## src/rtl/alu_exec_unit_pkg.sv

```systemverilog
// Shared encodings for the execute-stage slice: ALUOp, ALU control and funct.
package alu_exec_unit_pkg;

  localparam int WIDTH_DEF = 32;

  // ALUOp values driven by the multicycle controller.
  typedef enum logic [1:0] {
    OP_ADD   = 2'b00,
    OP_SUB   = 2'b01,
    OP_RTYPE = 2'b10,
    OP_OR    = 2'b11
  } alu_op_e;

  // ALU control codes; 011 and 101 are unused and produce zero.
  typedef enum logic [2:0] {
    ALU_AND = 3'b000,
    ALU_OR  = 3'b001,
    ALU_ADD = 3'b010,
    ALU_NOR = 3'b100,
    ALU_SUB = 3'b110,
    ALU_SLT = 3'b111
  } alu_ctrl_e;

  // R-type funct fields recognised by the decoder.
  localparam logic [5:0] FN_ADD = 6'b100000;
  localparam logic [5:0] FN_SUB = 6'b100010;
  localparam logic [5:0] FN_AND = 6'b100100;
  localparam logic [5:0] FN_OR  = 6'b100101;
  localparam logic [5:0] FN_SLT = 6'b101010;
  localparam logic [5:0] FN_NOR = 6'b100111;

endpackage

```

## src/rtl/alu_exec_unit_alu_core.sv

```systemverilog
// Combinational ALU with zero flag. Arithmetic wraps modulo 2^WIDTH.
module alu_core
  import alu_exec_unit_pkg::*;
#(
  parameter int WIDTH = WIDTH_DEF
) (
  input  logic [WIDTH-1:0] a,
  input  logic [WIDTH-1:0] b,
  input  logic [2:0]       ctrl,
  output logic [WIDTH-1:0] result,
  output logic             zero
);

  logic lt_signed;

  // A true signed compare rather than the sign of a-b, so SLT stays
  // correct when the subtraction overflows.
  assign lt_signed = ($signed(a) < $signed(b));

  // Select the operation result from the control code.
  always_comb begin
    // NOTE: every combinational output gets a default before the case so no
    // path leaves it unassigned, which would otherwise infer a latch.
    result = '0;
    case (ctrl)
      ALU_AND: result = a & b;
      ALU_OR:  result = a | b;
      ALU_ADD: result = a + b;
      ALU_SUB: result = a - b;
      ALU_SLT: result = {{(WIDTH-1){1'b0}}, lt_signed};
      ALU_NOR: result = ~(a | b);
      default: result = '0;
    endcase
  end

  assign zero = (result == '0);

endmodule

```

## src/rtl/alu_exec_unit.sv

```systemverilog
// Execute-stage slice of the multicycle MIPS CPU: ALU control decode, ALU,
// branch-condition gate and the ALUOut register.
module alu_exec_unit
  import alu_exec_unit_pkg::*;
#(
  parameter int WIDTH = WIDTH_DEF
) (
  input  logic             clk,
  input  logic             rst_n,
  input  logic [1:0]       alu_op,
  input  logic [5:0]       funct,
  input  logic [WIDTH-1:0] src_a,
  input  logic [WIDTH-1:0] src_b,
  input  logic             pc_wr_cond,
  output logic [2:0]       alu_ctrl,
  output logic [WIDTH-1:0] alu_result,
  output logic             zero,
  output logic             branch_take,
  output logic [WIDTH-1:0] alu_out
);

  logic [WIDTH-1:0] alu_out_d;
  logic [WIDTH-1:0] alu_out_q;

  // Decode ALUOp and, for R-type instructions, the funct field.
  always_comb begin
    alu_ctrl = ALU_ADD;
    case (alu_op)
      OP_ADD: alu_ctrl = ALU_ADD;
      OP_SUB: alu_ctrl = ALU_SUB;
      OP_OR:  alu_ctrl = ALU_OR;
      OP_RTYPE: begin
        case (funct)
          FN_ADD:  alu_ctrl = ALU_ADD;
          FN_SUB:  alu_ctrl = ALU_SUB;
          FN_AND:  alu_ctrl = ALU_AND;
          FN_OR:   alu_ctrl = ALU_OR;
          FN_SLT:  alu_ctrl = ALU_SLT;
          FN_NOR:  alu_ctrl = ALU_NOR;
          default: alu_ctrl = ALU_ADD;
        endcase
      end
      default: alu_ctrl = ALU_ADD;
    endcase
  end

  alu_core #(
    .WIDTH (WIDTH)
  ) u_alu_core (
    .a      (src_a),
    .b      (src_b),
    .ctrl   (alu_ctrl),
    .result (alu_result),
    .zero   (zero)
  );

  // Branch is taken in the same cycle as the beq compare; no clocking here.
  assign branch_take = pc_wr_cond & zero;

  // ALUOut next value: reset clears it, otherwise capture every cycle.
  always_comb begin
    alu_out_d = rst_n ? alu_result : '0;
  end

  // ALUOut register; reset is synchronous and folded into alu_out_d.
  always_ff @(posedge clk) begin
    // NOTE: state registers use non-blocking assignment so every flop samples
    // its input before any of them update, independent of block ordering.
    alu_out_q <= alu_out_d;
  end

  assign alu_out = alu_out_q;

endmodule

```

## config.mk

```make
export PLATFORM = sky130hd
export DESIGN_NAME = alu_exec_unit
export DESIGN_NICKNAME = d
export VERILOG_FILES = /design/src/rtl/alu_exec_unit_pkg.sv /design/src/rtl/alu_exec_unit_alu_core.sv /design/src/rtl/alu_exec_unit.sv
export SDC_FILE = /design/constraint.sdc
export NUM_CORES = 1
export LEC_CHECK = 0
export CORE_ASPECT_RATIO = 0.5
export CORE_MARGIN = 5
export CORE_UTILIZATION = 30
export CTS_CLUSTER_DIAMETER = 200
export CTS_CLUSTER_SIZE = 24
export DETAILED_ROUTE_END_ITERATION = 12
export PLACE_DENSITY = 0.51
export SLEW_MARGIN = 20
export SYNTH_ARGS = -nofsm -noshare
export SYNTH_HDL_FRONTEND = slang
export SYNTH_SLANG_ARGS = --single-unit
```

## constraint.sdc

```tcl
create_clock -name clk -period 18.1 [get_ports clk]
set_clock_uncertainty 0.2 [all_clocks]
set_input_delay 5.43 -clock clk [delete_from_list [all_inputs] [get_ports clk]]
set_output_delay 5.43 -clock clk [all_outputs]
set_load 0.03 [all_outputs]
```

==> impl_metrics.json <==
{
  "status": "finished, final reports clean",
  "critPathSlowestCell": "o311ai_0",
  "hpwl_microns": 23300,
  "ys_types": 86,
  "postCtsSetupBuffers": 0,
  "routed_wire_length_per_instance_microns": 21.2,
  "synth_edf_count": 0,
  "worstHoldStart": "rst_n",
  "finalSetupTns_ns": 0,
  "path_cells": "clkdlybuf4s50_1 > inv_1 > ha_1 > nor2_1 > o311ai_0 > a21boi_1 > o211ai_1 > o221ai_1 > a21o_1 > a2111oi_0 > nand4_1 > or4_4 > nor3_1 > clkdlybuf4s50_1",
  "areaGrowthSynthToFinish_pct": 25.4,
  "avgSynthCellArea_sq_um": 7.21,
  "initial_core_util_pct": 30.6,
  "cts_tree": "done",
  "path_buf_inv": 3,
  "path_delay_family": "compound AO/OA/AOI/OAI gates",
  "grt_pass1_wl_microns": 44700,
  "gp_congestion": 0.957,
  "finalCritPeriodShare_pct": 90.2,
  "grt_pass1_vias": 7513,
  "n_fill_cell": 2435,
  "crit_type": "input pin to output pin",
  "whs_endpoint": "alu_out[16]",
  "drc": 0,
  "cpMostUsedCell": "clkdlybuf4s50_1",
  "hold_violations": 0,
  "rsz0062_at_grt": "false",
  "htreeDepth": 2,
  "arrival_ns": 10.70,
  "min_path_cells": 2,
  "finish.utilization_pct": 38.3,
  "maxCapViolations": 0,
  "drt-initial-drc-count": 653,
  "clk_pin_slew_ns": 0.07,
  "async_flop_share_pct": 0,
  "place_inst": 1374,
  "numPortBuffers": 143,
  "drive_above_1_share_pct": 4.93,
  "pin_count": 144,
  "cp-start-kind": "input pin",
  "largest_reg_flops": 32,
  "cts_made_buffers": 5,
  "fin_cells": 1383,
  "die_x_microns": 226,
  "cts_max_path_buffers": 2,
  "tightest_slew_ns": 0.990,
  "hp-class": "input pin to register",
  "finalCriticalPeriod_ns": 16.33,
  "drt_pass1_iterations": 5,
  "nets": 1251,
  "p_leak_nw": 3.84,
  "clock-sinks": 32,
  "die_y_microns": 118,
  "grt_start_max_net_pins": 34,
  "coreArea_sq_um": 22800,
  "required_ns": 12.47,
  "power_w": 0.000539,
  "max-vdd-ir-drop_mv": 0.0451,
  "max_freq_mhz": 61.2,
  "viasPerCell": 5.73,
  "route.antenna.remaining_nets": 0,
  "ys_ff_latch": 32,
  "grt-ovfl-total": 0,
  "grtUsageTotal_pct": 21.2,
  "endpoint_kind": "output pin",
  "max_stage_delay_ns": 0.79,
  "die_area_sq_um": 26600,
  "via_count": 7920,
  "post_cts_resized": 0,
  "num_rows": 39,
  "synthCells": 968,
  "drt_wl_total_microns": 29300,
  "relSlewSlack_pct": 33.7,
  "slew_violations": 0,
  "cts_hold_buf": 0,
  "ys_seq_area_share_pct": 9.18,
  "setup_viol": 0,
  "synth_flop_cell": "dfxtp_1",
  "cp_max_fo": 8,
  "mappedNetlistNets": 1145,
  "syn-cell-area_sq_um": 6980,
  "ys_warn_count": 0,
  "powerDensity_nw_per_um2": 61.5,
  "cts_root_buf": "clkbuf_16",
  "grt_antenna_before_repair": 0
}
==> where the power goes <==
group	internal [W]	switching (W)	total, W
Clock	0.0000728	0.0000429	0.000116
Combinational	0.000131	0.000210	0.000341
Sequential	0.0000796	0.00000230	0.0000819
==> cells by family (layout without fill, tap and decap cells) <==
logic type,after synthesis,after routing,share of synthesized area [%]
buffers and inverters,155,262,9.79
adders and majority gates,102,102,18.5
AOI/OAI and AO/OA,325,325,32.9
xor gates and xnor gates,15,15,1.88
and+or+nand+nor,311,311,23.7
muxes,28,28,4.05
other,0,1,0
DFF,32,32,9.18
==> per-layer routing <==
layer,track usage [%],part of all wire [%],vias up,wire length (microns)
met3,4.09,7.4,33,2170
met1,31.4,49,3842,14300
met2,32.1,43,283,12500
met5,0,0,-,0
li1,-,-,3762,-
met4,3.48,1.3,0,384
==> per-stage QoR <==
stage	hold slack, ns	worst slack [ns]	cell area, sq um
detailed placement	6.08	1.92	8580
CTS	5.95	1.88	8760
finish	5.48	1.77	8760
floorplan	5.36	3.32	6980
global placement	6.08	2.02	8570
global route	5.52	1.51	8750
==> placed cells by master, fill, tap and decap left out, drive strengths merged, types with 7 or more instances in the layout <==
master / netlist / layout
nor2: 70 / 70
o21a: 10 / 10
nor2b: 17 / 17
clkdlybuf4s50: 0 / 142
o21ai: 48 / 48
nand3: 26 / 26
mux2i: 26 / 26
a221o: 11 / 11
o211ai: 23 / 23
a211oi: 10 / 10
o221ai: 12 / 12
a21oi: 77 / 77
and2: 36 / 36
or2: 7 / 7
ha: 100 / 100
a31oi: 12 / 12
o22ai: 13 / 13
and3: 10 / 10
nor3: 20 / 20
nor4: 12 / 12
a21o: 22 / 22
buf: 29 / 9
dfxtp: 32 / 32
nand4: 15 / 15
o21bai: 8 / 8
nand2: 63 / 63
xnor2: 12 / 12
a221oi: 7 / 7
inv: 103 / 103
clkbuf: 23 / 7
==> how the worst max path moves through the flow <==
stage / from / to / slack [ns] / cells past startpoint
after detailed placement: src_a[4] / branch_take / 1.92 / 14
after CTS: src_a[4] / branch_take / 1.88 / 14
after global placement: src_a[4] / branch_take / 2.02 / 14
final: src_a[2] / branch_take / 1.77 / 14
after global routing: src_a[4] / branch_take / 1.51 / 14
after floorplan: src_a[1] / branch_take / 3.32 / 12
==> synthesized netlist by cell type (all sizes together), types with 5 or more instances <==
master / instances / share of area [%]
or3: 6 / 0.61
nor4: 12 / 1.2
nand3: 26 / 1.9
o221ai: 12 / 1.8
o2111ai: 5 / 0.63
or4: 6 / 0.81
o211a: 6 / 0.86
nor2b: 17 / 1.5
o31ai: 6 / 0.65
o21a: 10 / 1.1
a221o: 11 / 1.6
ha: 100 / 18
buf: 29 / 3.0
mux2i: 26 / 3.7
inv: 103 / 5.5
dfxtp: 32 / 9.2
o22a: 6 / 0.75
o21ai: 48 / 3.4
nor3: 20 / 1.5
or2: 7 / 0.63
nand2b: 5 / 0.45
and3: 10 / 0.90
a211oi: 10 / 1.1
a211o: 6 / 0.75
a21o: 22 / 2.4
nand4: 15 / 1.3
and2: 36 / 3.3
a21oi: 77 / 5.6
clkbuf: 23 / 1.2
nor2: 70 / 3.8
o21bai: 8 / 0.86
a221oi: 7 / 1.2
o22ai: 13 / 1.2
nand2: 63 / 3.4
xnor2: 12 / 1.5
a31oi: 12 / 1.1
o211ai: 23 / 2.5
==> area by class of cell <==
type / count / area [sq um] / share of cell area (%)
Clock buffer: 7 / 153 / 1.74
Antenna cell: 1 / 2.50 / 0.0286
Inverter: 103 / 387 / 4.42
Multi-Input combinational cell: 781 / 5670 / 64.8
Timing Repair Buffer: 151 / 1490 / 17.0
Clock inverter: 1 / 30.0 / 0.343
Tap cell: 307 / 384 / 4.39
Sequential cell: 32 / 641 / 7.32
(Power assumes the default switching activity.)
